$ cat config.mk
export PLATFORM = sky130hd
export DESIGN_NAME = farm_sensor_conditioner
export DESIGN_NICKNAME = d
export VERILOG_FILES = /design/src/rtl/farm_sensor_conditioner.sv
export SDC_FILE = /design/constraint.sdc
export NUM_CORES = 1
export LEC_CHECK = 0
export ABC_CLOCK_PERIOD_IN_PS = 2500
export CELL_PAD_IN_SITES_DETAIL_PLACEMENT = 0
export CELL_PAD_IN_SITES_GLOBAL_PLACEMENT = 1
export CORE_MARGIN = 2
export CORE_UTILIZATION = 40
export DETAILED_ROUTE_END_ITERATION = 7
export GPL_ROUTABILITY_DRIVEN = 1
export PLACE_DENSITY_LB_ADDON = 0.25
export SYNTH_ARGS = -nofsm -noshare
export SYNTH_HDL_FRONTEND = slang
export SYNTH_SLANG_ARGS = --single-unit
$ cat constraint.sdc
create_clock -name clk -period 2.5 [get_ports clk]
set_input_delay 0.25 -clock clk [delete_from_list [all_inputs] [get_ports clk]]
set_output_delay 0.25 -clock clk [all_outputs]
set_load 0.005 [all_outputs]
$ cat src/rtl/farm_sensor_conditioner.sv
// Conditions the raw farm-road loop detector: synchroniser, arrival qualifier and departure stretcher.
// Define STUCK_DETECT_EN to add the stuck-loop fault state and the stuck output.
module farm_sensor_conditioner #(
    parameter int SYNC_STAGES  = 2,
    parameter int QUAL_CYCLES  = 8,
    parameter int HOLD_CYCLES  = 16,
    parameter int STUCK_CYCLES = 1024
) (
    input  logic       clk,
    input  logic       rst,
    input  logic       loop_raw,
    output logic       sensor,
    output logic       vehicle_pulse,
    output logic [7:0] vehicle_count,
    output logic       stuck
);

    localparam int QW = $clog2(QUAL_CYCLES + 1);
    localparam int HW = $clog2(HOLD_CYCLES + 1);
    localparam logic [QW-1:0] QUAL_LAST = QW'(QUAL_CYCLES - 1);
    localparam logic [HW-1:0] HOLD_LAST = HW'(HOLD_CYCLES);

    if (SYNC_STAGES < 2 || QUAL_CYCLES < 2 || HOLD_CYCLES < 1 || STUCK_CYCLES < 2) begin : g_param_check
        $error("farm_sensor_conditioner: parameter outside legal range");
    end

    typedef enum logic [2:0] {
        IDLE,
        QUALIFY,
        PRESENT,
`ifdef STUCK_DETECT_EN
        HOLD,
        FAULT
`else
        HOLD
`endif
    } state_t;

    logic [SYNC_STAGES-1:0] sync_q;
    logic                   loop_s;
    state_t                 state_q;
    logic [QW-1:0]          qcnt_q;
    logic [HW-1:0]          hcnt_q;
    logic                   sensor_q;
    logic                   pulse_q;
    logic [7:0]             count_q;

    always_ff @(posedge clk) begin
        if (rst) begin
            sync_q <= '0;
        end else begin
            sync_q <= {sync_q[SYNC_STAGES-2:0], loop_raw};
        end
    end

    assign loop_s = sync_q[SYNC_STAGES-1];

`ifdef STUCK_DETECT_EN
    localparam int SW = $clog2(STUCK_CYCLES + 1);
    localparam logic [SW-1:0] STUCK_LAST = SW'(STUCK_CYCLES - 1);
    logic [SW-1:0] scnt_q;
    logic          stuck_q;
`endif

    // The pulse and count change only on QUALIFY->PRESENT so a vehicle that briefly
    // drops out during HOLD is never counted twice.
    always_ff @(posedge clk) begin
        if (rst) begin
            state_q  <= IDLE;
            qcnt_q   <= '0;
            hcnt_q   <= '0;
            sensor_q <= 1'b0;
            pulse_q  <= 1'b0;
            count_q  <= '0;
`ifdef STUCK_DETECT_EN
            scnt_q   <= '0;
            stuck_q  <= 1'b0;
`endif
        end else begin
            pulse_q <= 1'b0;
            case (state_q)
                IDLE: begin
                    if (loop_s) begin
                        state_q <= QUALIFY;
                        qcnt_q  <= QW'(1);
                    end
                end
                QUALIFY: begin
                    if (!loop_s) begin
                        state_q <= IDLE;
                        qcnt_q  <= '0;
                    end else if (qcnt_q == QUAL_LAST) begin
                        state_q  <= PRESENT;
                        qcnt_q   <= '0;
                        sensor_q <= 1'b1;
                        pulse_q  <= 1'b1;
                        if (count_q != 8'hFF) begin
                            count_q <= count_q + 8'd1;
                        end
                    end else begin
                        qcnt_q <= qcnt_q + QW'(1);
                    end
                end
                PRESENT: begin
                    if (!loop_s) begin
                        state_q <= HOLD;
                        hcnt_q  <= HW'(1);
`ifdef STUCK_DETECT_EN
                        scnt_q  <= '0;
                    end else if (scnt_q == STUCK_LAST) begin
                        state_q <= FAULT;
                        scnt_q  <= '0;
                        stuck_q <= 1'b1;
                    end else begin
                        scnt_q <= scnt_q + SW'(1);
`endif
                    end
                end
                HOLD: begin
                    if (loop_s) begin
                        state_q <= PRESENT;
                        hcnt_q  <= '0;
                    end else if (hcnt_q == HOLD_LAST) begin
                        state_q  <= IDLE;
                        hcnt_q   <= '0;
                        sensor_q <= 1'b0;
                    end else begin
                        hcnt_q <= hcnt_q + HW'(1);
                    end
                end
`ifdef STUCK_DETECT_EN
                // Sensor stays high while faulted so farm traffic is never stranded.
                FAULT: begin
                    if (!loop_s) begin
                        state_q  <= IDLE;
                        sensor_q <= 1'b0;
                        stuck_q  <= 1'b0;
                    end
                end
`endif
                default: begin
                    state_q <= IDLE;
                end
            endcase
        end
    end

    assign sensor        = sensor_q;
    assign vehicle_pulse = pulse_q;
    assign vehicle_count = count_q;
`ifdef STUCK_DETECT_EN
    assign stuck         = stuck_q;
`else
    assign stuck         = 1'b0;
`endif

endmodule
==> metrics.md, run 1 <==
| Metric | Value |
|---|---|
| Post-Syn Area per Cell | between 9 and 10 µm² |
| Run status | complete, no violations |
| Die Ht | 57.3 µm |
| Startpoint types | flip-flop |
| Unrepaired setup endpoints after global routing | no |
| Switching pwr | 128 µW |
| Post-synth top flop | dfxtp_1 |
| Die footprint | approximately 3300 µm² |
| EDFF count, synth | 0 |
| Fin. max-slew vios | 0 |
| H-Tree Depth | 1 |
| Final setup margin | ~640 ps |
| DRT Pass-1 Iters | 4 |
| Required time worst endpoint | around 2800 ps |
| WL final | slightly above 2000 µm |
| Port bufs | 12 |
| Clock tree buffer depth | 2 |
| Core footprint | approximately 2700 µm² |
| I/O pins | 14 |
| Cell Area, Synth | between 1000 and 1500 µm² |
| Hold depth | 1 |
| Hold_buf cts | 0 |
| Area leader, netlist | dfxtp_1 |
| Post-cts resize count | 0 |
| Initial DRC Count | 22 |
| Maximum clock rate | 536 MHz |
| Hold endpoint | sync_q[1] |
| Period Utilization, post-route | 74.6% |
| Total GRT Usage | 14.1% |
| Final period demand of the worst path | about 1900 ps |
| CTS root buf | clkbuf_4 |
| Flop pwr share | roughly two thirds |
| Crit-path max FO | 10 |
| WP data arrival | ~2100 ps |
| Number of nets in the layout | ~140 |
| Post-synthesis register bit count | 23 |
| Worst path max stage delay | ~430 ps |
| Reg-to-reg endpoint | vehicle_count[7] |
| Clock share of power | a little over 30% |
| Combinational group share of total power | 3.4% |
| GRT overflow | 0 |
| YS warnings | 0 |
| Asr flop ratio synth | 0% |
| Max transition margin | between 50% and 60% |
| Total chip power | roughly 570 µW |
| Final hold vios | 0 |
| Cell family with most CP delay | simple AND/OR/NAND/NOR gates |
| Share of layout cells above drive strength 1 | 7.35% |
| Sequential area share after synthesis | roughly two fifths |
| Sum of negative setup slack | 0 ps |
| R2R depth | 5 |
| Routability cong. | around 0.7 |
| Antenna Nets Post-Route | 0 |
| Die extent in x | 57.3 µm |
| Crit Path Class | reg2reg |
| Post-DR wirelength/cell | 12.3 µm |
| Post-synthesis cell count | around 130 |
| Final setup violating endpoints | 0 |
| Vias in the first global route | 863 |
| Pre-CTS WS | just under 700 ps |
| Largest net degree at the start of global routing | 14 |
| Initial antenna violation count | 0 |
| Min-delay src | sync_q[0] |
| Worst path cell trace | ha_1 > and3b_1 > o2111ai_4 > or4_1 > a21oi_1 |
| Crit path max-delay cell type | or4_1 |
| Hold Crit Class | reg2reg |
| Clock Latency Late Sink | between 300 and 400 ps |
| Remaining DRCs | 0 |
| CTS tree | done |
| Peak VDD IR | about 380 µV |
| Area growth, synth to finish | 13.4% |
| Synth area leaders | dfxtp_1 41%, nor2_1 5.9%, ha_1 4.4% |
| Internal power | 438 µW |
| Fillcell total | roughly 270 |
| R2r startpoint | qcnt_q[0] |
| Clock Skew | a little under 8 ps |
| Via/cell ratio | roughly 5.4 |
| Inserted Diodes | 0 |
| Final HPWL DP | between 1500 and 2000 µm |
| DR vias | between 900 and 1,000 |
| Maximum capacitance violations | 0 |
| Cell Pwr Density | between 400 and 500 nW/µm² |
| Clk sink count | 23 |
| Leak pwr | slightly below 0.0005 µW |
| Global-route wire length before repair | around 3700 µm |
| Buf+Inv Stages, Crit Path | 0 |
| Switching Fraction | 22.7% |
| Worst-Margin Slew | approximately 700 ps |
| # rows | 19 |
| Reg clk slew, reported paths | 130 ps |
| Starting density of the core | about two fifths |
| CP Capture Type | flip-flop |
| Post-CTS Repair Setup Buffers | 0 |
| Top cell type's share of synthesized area | 40.5% |
| Net Count, Synth | roughly 130 |
| CTS Buf Count | 3 |
| Synth cell types | 43 |
| Register-to-register setup slack | around 640 ps |
through the flow:
step	cells	util (%)	hold WS (ps)	area, µm²
2_1_floorplan	126	-	378	1140
3_3_place_gp	163	46.1	423	1260
3_5_place_dp	163	46.1	431	1260
4_1_cts	167	47.1	465	1290
5_1_grt	167	47.1	474	1290
6_report	167	47.1	462	1290
per-layer routing:
layer	share of wire [%]	up-vias	track usage [%]
met5	0	-	0
met4	1.4	0	4.98
met3	3.3	4	2.04
met2	41	20	21.7
met1	54	419	20.2
li1	-	463	-
cell families (layout without fill, tap and decap cells):
| family | count (synthesis) | count (layout) | share of synthesized area (%) |
|---|---|---|---|
| AOI/OAI and AO/OA | 24 | 24 | 17.2 |
| xor gates and xnor gates | 6 | 6 | 4.63 |
| and+or+nand+nor | 53 | 53 | 24.3 |
| DFF | 23 | 23 | 40.5 |
| other | 1 | 1 | 0.330 |
| adders and majority gates | 4 | 4 | 4.41 |
| buffers and inverters | 11 | 21 | 4.95 |
| muxes | 4 | 4 | 3.63 |
worst max-delay path by stage:
stage,to,startpoint,depth (start not counted)
6_report,vehicle_count[7],qcnt_q[0],5
5_1_grt,vehicle_count[7],qcnt_q[0],5
4_1_cts,vehicle_count[7],qcnt_q[0],5
3_5_place_dp,vehicle_count[7],qcnt_q[0],5
3_3_place_gp,vehicle_count[7],qcnt_q[0],5
2_1_floorplan,vehicle_count[7],qcnt_q[0],6
power groups by stage:
| stage | Sequential (µW) | Combinational [µW] | Clock (µW) |
|---|---|---|---|
| final | 373 | 19.1 | 174 |
| after CTS | 373 | 19.2 | 184 |
| after detailed placement | 381 | 19.2 | 0 |
| after floorplan | 379 | 14.6 | 0 |
| after global placement | 381 | 19.0 | 0 |
| after global routing | 374 | 21.3 | 198 |
layout make-up:
| type | instances | area, µm² | area share, % |
|---|---|---|---|
| tap | 31 | 38.8 | 3.01 |
| clock inverter | 1 | 5.00 | 0.388 |
| timing repair buffer | 13 | 128 | 9.90 |
| sequential | 23 | 460 | 35.7 |
| clock buffer | 3 | 22.5 | 1.75 |
| multi-input combinational | 92 | 619 | 48.1 |
| inverter | 4 | 15.0 | 1.17 |
synth_stat cells (2+ instances only):
master    count
a21oi_1       5
xor2_1        5
nor2b_1       3
o21ai_0       3
nand2_1       9
nand4_1       3
ha_1          4
and3b_1       2
inv_1         4
nor2_1       18
mux2i_1       3
buf_4         2
and2_1        3
nand3_1       4
a22oi_1       3
clkbuf_1      4
dfxtp_1      23
or3_1         3
placed cells by master, fill, tap and decap left out, types with 4 or more instances in the layout:
cell and instances:
inv_1 4, a21oi_1 5, xor2_1 5, nand2_1 9
nor2_1 18, ha_1 4, clkdlybuf4s50_1 12, nand3_1 4
dfxtp_1 23
sequential cells by signal (all words and copies together) (netlist names), named ones only:
name           flops
vehicle_count      8
sync_q             2
qcnt_q             4
hcnt_q             5
vehicle_pulse      1
state_q            1
sensor             1
Power figures use the tool's default switching activity.
==> run 2: changes to the inputs <==
--- a/config.mk
+++ b/config.mk
@@ -5,11 +5,11 @@
 export SDC_FILE = /design/constraint.sdc
 export NUM_CORES = 1
 export LEC_CHECK = 0
-export ABC_CLOCK_PERIOD_IN_PS = 2500
+export ABC_CLOCK_PERIOD_IN_PS = 1700
 export CELL_PAD_IN_SITES_DETAIL_PLACEMENT = 0
 export CELL_PAD_IN_SITES_GLOBAL_PLACEMENT = 1
 export CORE_MARGIN = 2
-export CORE_UTILIZATION = 40
+export CORE_UTILIZATION = 37
 export DETAILED_ROUTE_END_ITERATION = 7
 export GPL_ROUTABILITY_DRIVEN = 1
 export PLACE_DENSITY_LB_ADDON = 0.25
==> constraint.sdc (replaced) <==
create_clock -name clk -period 1.7 [get_ports clk]
set_input_delay 0.17 -clock clk [delete_from_list [all_inputs] [get_ports clk]]
set_output_delay 0.17 -clock clk [all_outputs]
set_load 0.005 [all_outputs]
==> run 2 against run 1 <==
Net effect: clock power up 45%; clock-buffer cell count unchanged; largest cell class unchanged; critical path type unchanged; final cell count up 6.0%.
==> metrics.md, run 2 (synthesis gave the netlist of run 1 again) <==
| Metric | Value |
|---|---|
| Run status | complete, no violations |
| Final HPWL DP | 1610 µm (+5.5%) |
| Post-Layout Cell Count | 177 (+6.0%) |
| Clock Latency Late Sink | 310 ps (about the same) |
| Period Utilization, post-route | 93.9% (+19 points) |
| Placed cells | 173 (+6.1%) |
| Vias in the first global route | 865 (+0.23%) |
| Inserted Diodes | 0 (unchanged) |
| Total GRT Usage | 14.7% (+0.56 points) |
| Initial DRC Count | 15 (-32%) |
| Area growth, synth to finish | 19.8% |
| Unrepaired setup endpoints after global routing | no |
| R2r startpoint | qcnt_q[1] |
| Fin. max-slew vios | 0 (unchanged) |
| Most common cell after layout, fill and taps aside | dfxtp_1 |
| Via/cell ratio | 5.13 (-5.4%) |
| Clk sink count | 23 (unchanged) |
| I/O pins | 14 (unchanged) |
| Cell Pwr Density | 613 nW/µm² (+39%) |
| Met2 Use GR | 19.9% (-1.7 points) |
| DR vias | 908 (+0.22%) |
| Final Cell Area | 1360 µm² (+5.6%) |
| Share of layout cells above drive strength 1 | 15.3% (+7.9 points) |
| Hold endpoint | sync_q[0] |
| Fillcell total | 292 (+10%) |
| Buf+Inv Stages, Crit Path | 0 (unchanged) |
| Most frequent cells in the layout | 21 x dfxtp_1, 18 x nor2_1, 12 x clkdlybuf4s50_1 |
| Die Ht | 59.4 µm (+3.7%) |
| Reg-to-reg endpoint | vehicle_count[7] |
| CTS Buf Count | 3 (unchanged) |
| Die extent in x | 59.4 µm (+3.7%) |
| Maximum capacitance violations | 0 (unchanged) |
| WL final | 2180 µm (+6.6%) |
| Post-CTS Repair Setup Buffers | 0 (unchanged) |
| Critical Path Stages | 5 (unchanged) |
| Most used routing layer | met1 |
| Worst path max stage delay | 430 ps (about the same) |
| Global Route met1 Usage | 22.0% (+1.8 points) |
| H-Tree Depth | 1 (unchanged) |
| Global-route wire length before repair | 3940 µm (+7.3%) |
| Die footprint | 3530 µm² (+7.5%) |
| Reg clk slew, reported paths | 130 ps (about the same) |
| Startpoint types | flip-flop |
| Crit Path Class | reg2reg |
| Required time worst endpoint | 1950 ps (-800 ps) |
| Final setup violating endpoints | 0 (unchanged) |
| Hold Worst Slack | 408 ps (-54.0 ps) |
| Final period demand of the worst path | 1600 ps (-269 ps) |
| Leak pwr | 0.000537 µW (+8.8%) |
| Post-DP Area | 1320 µm² (+5.0%) |
| Initial antenna violation count | 0 (unchanged) |
| Crit-path max FO | 5 (-5) |
| R2R depth | 5 (unchanged) |
| Largest net degree at the start of global routing | 19 (+5) |
| Cell family with most CP delay | simple AND/OR/NAND/NOR gates |
| Clock Skew | 1.74 ps (-6.08 ps) |
| Largest register FFs | 8 (unchanged) |
| Starting density of the core | 38.2% (-3.4 points) |
| Final hold vios | 0 (unchanged) |
| Worst path cell trace | ha_1 > and3b_2 > o2111ai_4 > or4_1 > a21oi_1 |
| Port bufs | 12 (unchanged) |
| Crit path max-delay cell type | or4_1 |
| Final core occ | 45.7% (-1.4 points) |
| CTS root buf | clkbuf_4 |
| Clock tree buffer depth | 2 (unchanged) |
| Post-DR wirelength/cell | 12.3 µm (+0.57%) |
| Maximum clock rate | 627 MHz (+17%) |
| CP Capture Type | flip-flop |
| GRT overflow | 0 (unchanged) |
| Peak VDD IR | 261 µV (-31%) |
| WP data arrival | 1850 ps (-270 ps) |
| Hold Crit Class | in2reg |
| Register-to-register setup slack | 100 ps (-530 ps) |
| # rows | 20 (+1) |
| Min-delay src | loop_raw |
| Hold_buf cts | 0 (unchanged) |
| DRT Pass-1 Iters | 4 (unchanged) |
| Antenna Nets Post-Route | 0 (unchanged) |
| CTS tree | done |
| Met3 usage | 2.62% (+0.58 points) |
| Hold depth | 2 (+1) |
| Remaining DRCs | 0 (unchanged) |
| Post-cts resize count | 0 (unchanged) |
| Routability cong. | 0.755 (+7.4%) |
| Sum of negative setup slack | 0 ps (unchanged) |
| Core footprint | 2980 µm² (+8.9%) |
| Number of nets in the layout | 152 (+5.6%) |
-- run 2: power by group --
group	internal (µW)	switching [µW]
Combinational	16.8	19.5
Clock	87.8	165
Sequential	543	1.65
-- run 2: how the worst max path moves through the flow --
stage | from | end | slack, ps
3_3_place_gp | qcnt_q[1] | vehicle_count[7] | 120
2_1_floorplan | qcnt_q[0] | vehicle_count[7] | 150
3_5_place_dp | qcnt_q[1] | vehicle_count[7] | 40
6_report | qcnt_q[1] | vehicle_count[7] | 100
5_1_grt | qcnt_q[1] | vehicle_count[7] | 20
4_1_cts | qcnt_q[1] | vehicle_count[7] | 5
-- run 2: worst register-to-register path: cells and delay by family, from the launching register on --
kind | cells | cell delay [ps]
AO/OA/AOI/OAI | 2 | 300
AND/OR/NAND/NOR | 2 | 700
flip-flops | 1 | 370
adder cells (fa/ha/maj) | 1 | 180
-- run 2: through the flow --
step	worst slack, ps	total power [µW]
floorplan	146	579
global route	15.5	884
CTS	4.89	851
global placement	120	592
detailed placement	40.4	593
finish	104	834
-- run 2: cell type report --
cell class / count / area (µm²) / share of cell area (%)
Clock buffer: 3 / 22.5 / 1.65
Clock inverter: 1 / 5.00 / 0.368
Inverter: 4 / 15.0 / 1.10
Multi-Input combinational cell: 92 / 627 / 46.0
Sequential cell: 23 / 463 / 34.0
Tap cell: 33 / 41.3 / 3.03
Timing Repair Buffer: 21 / 188 / 13.8
-- run 2: layer usage --
metal	vias up	part of all wire, %
met1	413	54
li1	480	-
met3	2	3.3
met5	-	0
met2	13	42
met4	0	0.87
==> run 3: changes to the inputs <==
--- a/config.mk
+++ b/config.mk
@@ -8,7 +8,7 @@
 export ABC_CLOCK_PERIOD_IN_PS = 1700
 export CELL_PAD_IN_SITES_DETAIL_PLACEMENT = 0
 export CELL_PAD_IN_SITES_GLOBAL_PLACEMENT = 1
-export CORE_MARGIN = 2
+export CORE_MARGIN = 5
 export CORE_UTILIZATION = 37
 export DETAILED_ROUTE_END_ITERATION = 7
 export GPL_ROUTABILITY_DRIVEN = 1
==> run 3 against run 2 <==
Net effect: global-route usage is 3.3 points lower; routed wire length rose by 0.92%; utilization shrank 0.42 points; hold slack better by 3.5 ps; flip-flop and latch count is the same; combinational power rose by 5.5%; critical path depth did not move; cell area about the same; first-iteration DRC count rose by 73%; die area grew 21%; largest cell class unchanged.
==> metrics.md, run 3 (synthesis gave the netlist of run 1 again) <==
| Metric | Value |
|---|---|
| Run status | complete, no violations |
| Area growth, synth to finish | 19.7% (about the same) |
| Final HPWL DP | 1630 µm (+1.4%) |
| Clock Skew | 1.19 ps (-0.548 ps) |
| WL final | 2200 µm (+0.92%) |
| Crit path max-delay cell type | or4_1 |
| Fillcell total | 297 (+1.7%) |
| Maximum clock rate | 626 MHz (-0.16%) |
| Clk sink count | 23 (unchanged) |
| CTS root buf | clkbuf_4 |
| Crit Path Class | reg2reg |
| Buf+Inv Stages, Crit Path | 0 (unchanged) |
| Via/cell ratio | 4.99 (-2.6%) |
| Crit-path max FO | 5 (unchanged) |
| Port bufs | 12 (unchanged) |
| Sum of negative setup slack | 0 ps (unchanged) |
| FF/Latch Area | 462 µm² (-0.27%) |
| Initial DRC Count | 26 (+11) |
| CP Capture Type | flip-flop |
| Worst path cell trace | ha_1 > and3b_2 > o2111ai_4 > or4_1 > a21oi_1 |
| Die footprint | 4280 µm² (+21%) |
| Fin. max-slew vios | 0 (unchanged) |
| DR vias | 889 (-2.1%) |
| CTS tree | done |
| Hold_buf cts | 0 (unchanged) |
| Largest register FFs | 8 (unchanged) |
| Post-DR wirelength/cell | 12.4 µm (+0.35%) |
| Period Utilization, post-route | 94.0% (+0.15 points) |
| Antenna Nets Post-Route | 0 (unchanged) |
| Inserted Diodes | 0 (unchanged) |
| Clock Latency Late Sink | 300 ps (about the same) |
| Reg clk slew, reported paths | 120 ps (about the same) |
| Peak VDD IR | 261 µV (about the same) |
| Die extent in x | 65.4 µm (+10%) |
| Vias in the first global route | 850 (-1.7%) |
| Final setup margin | 102 ps (-2.63 ps) |
| Starting density of the core | 37.8% (-0.32 points) |
| Final setup violating endpoints | 0 (unchanged) |
| WP data arrival | 1850 ps (about the same) |
| I/O pins | 14 (unchanged) |
| Multi-input gate area | 621 µm² (-1.0%) |
| Hold Worst Slack | 411 ps (+3.54 ps) |
| CTS Buf Count | 3 (unchanged) |
| H-Tree Depth | 1 (unchanged) |
| Largest net degree at the start of global routing | 13 (-6) |
| Initial antenna violation count | 0 (unchanged) |
| GRT overflow | 0 (unchanged) |
| Routability cong. | 0.805 (+6.6%) |
| Total GRT Usage | 11.3% (-3.3 points) |
| Core footprint | 3000 µm² (+0.84%) |
| Required time worst endpoint | 1950 ps (about the same) |
| Hold Crit Class | in2reg |
| Maximum capacitance violations | 0 (unchanged) |
| Final period demand of the worst path | 1600 ps (+2.62 ps) |
| Die Ht | 65.4 µm (+10%) |
| # rows | 20 (unchanged) |
| Startpoint types | flip-flop |
| Global-route wire length before repair | 3820 µm (-3.0%) |
| Most frequent cells in the layout | 22 x dfxtp_1, 18 x nor2_1, 12 x clkdlybuf4s50_1 |
| Unrepaired setup endpoints after global routing | no |
| Worst path max stage delay | 420 ps (about the same) |
| Share of layout cells above drive strength 1 | 13.8% (-1.5 points) |
| Number of nets in the layout | 153 (+0.66%) |
| Cell Pwr Density | 613 nW/µm² (about the same) |
| Remaining DRCs | 0 (unchanged) |
| Clock tree buffer depth | 2 (unchanged) |
| Most common cell after layout, fill and taps aside | dfxtp_1 |
| Pre-CTS WS | 37.4 ps (-2.97 ps) |
| Leak pwr | 0.000538 µW (+0.11%) |
| Final hold vios | 0 (unchanged) |
| Cell family with most CP delay | simple AND/OR/NAND/NOR gates |
| DRT Pass-1 Iters | 4 (unchanged) |
run 3: cell types whose count changed in the layout (fill, tap and decap cells not counted), sizes merged:
cell / delta
buf: +1
clkbuf: +1
clkinv: -1
run 3: final cells by class:
class / count / share of cell area (%)
Multi-Input combinational cell: 92 / 45.6
Sequential cell: 23 / 33.9
Timing Repair Buffer: 22 / 14.4
Tap cell: 33 / 3.04
Clock buffer: 4 / 1.93
Inverter: 4 / 1.10
run 3: worst paths after layout:
| kind | from | depth (start not counted) | endpoint | slack [ps] |
|---|---|---|---|---|
| hold reg to reg | sync_q[0] | 1 | sync_q[1] | 450 |
| hold / removal | loop_raw | 2 | sync_q[0] | 410 |
| setup / recovery | qcnt_q[0] | 5 | vehicle_count[7] | 100 |
| setup reg to reg | qcnt_q[0] | 5 | vehicle_count[7] | 100 |
run 3: power by group:
| group | internal (µW) | switching [µW] | total (µW) |
|---|---|---|---|
| clock network | 91.5 | 159 | 251 |
| registers | 543 | 1.63 | 545 |
| logic | 18.1 | 20.1 | 38.2 |
| total | 653 | 181 | 834 |
run 3: worst register-to-register path, stage by stage (launching register included):
cell and delay [ps]:
dfxtp_1 350, ha_1 180, and3b_2 280, o2111ai_4 150, or4_1 420, a21oi_1 150
run 3: metrics by stage:
step | total power, µW | util, % | cells | area, µm²
floorplan | 579 | - | 126 | 1140
global placement | 595 | 44.3 | 174 | 1330
detailed placement | 595 | 44.3 | 174 | 1330
CTS | 855 | 45.3 | 178 | 1360
global route | 873 | 45.3 | 178 | 1360
finish | 834 | 45.3 | 178 | 1360
run 3: per-layer routing:
layer	GRT usage [%]	vias to the layer above	wire length (µm)
met5	0	-	0
met4	4.66	0	15
met3	2.91	2	90
met2	17.2	17	940
met1	15.2	389	1160
li1	-	481	-
run 3: what timing repair did:
action	in CTS	in global routing
pin swaps	0	0
resized for setup	1	1
setup endpoints to repair	1	1
setup buffers	0	0
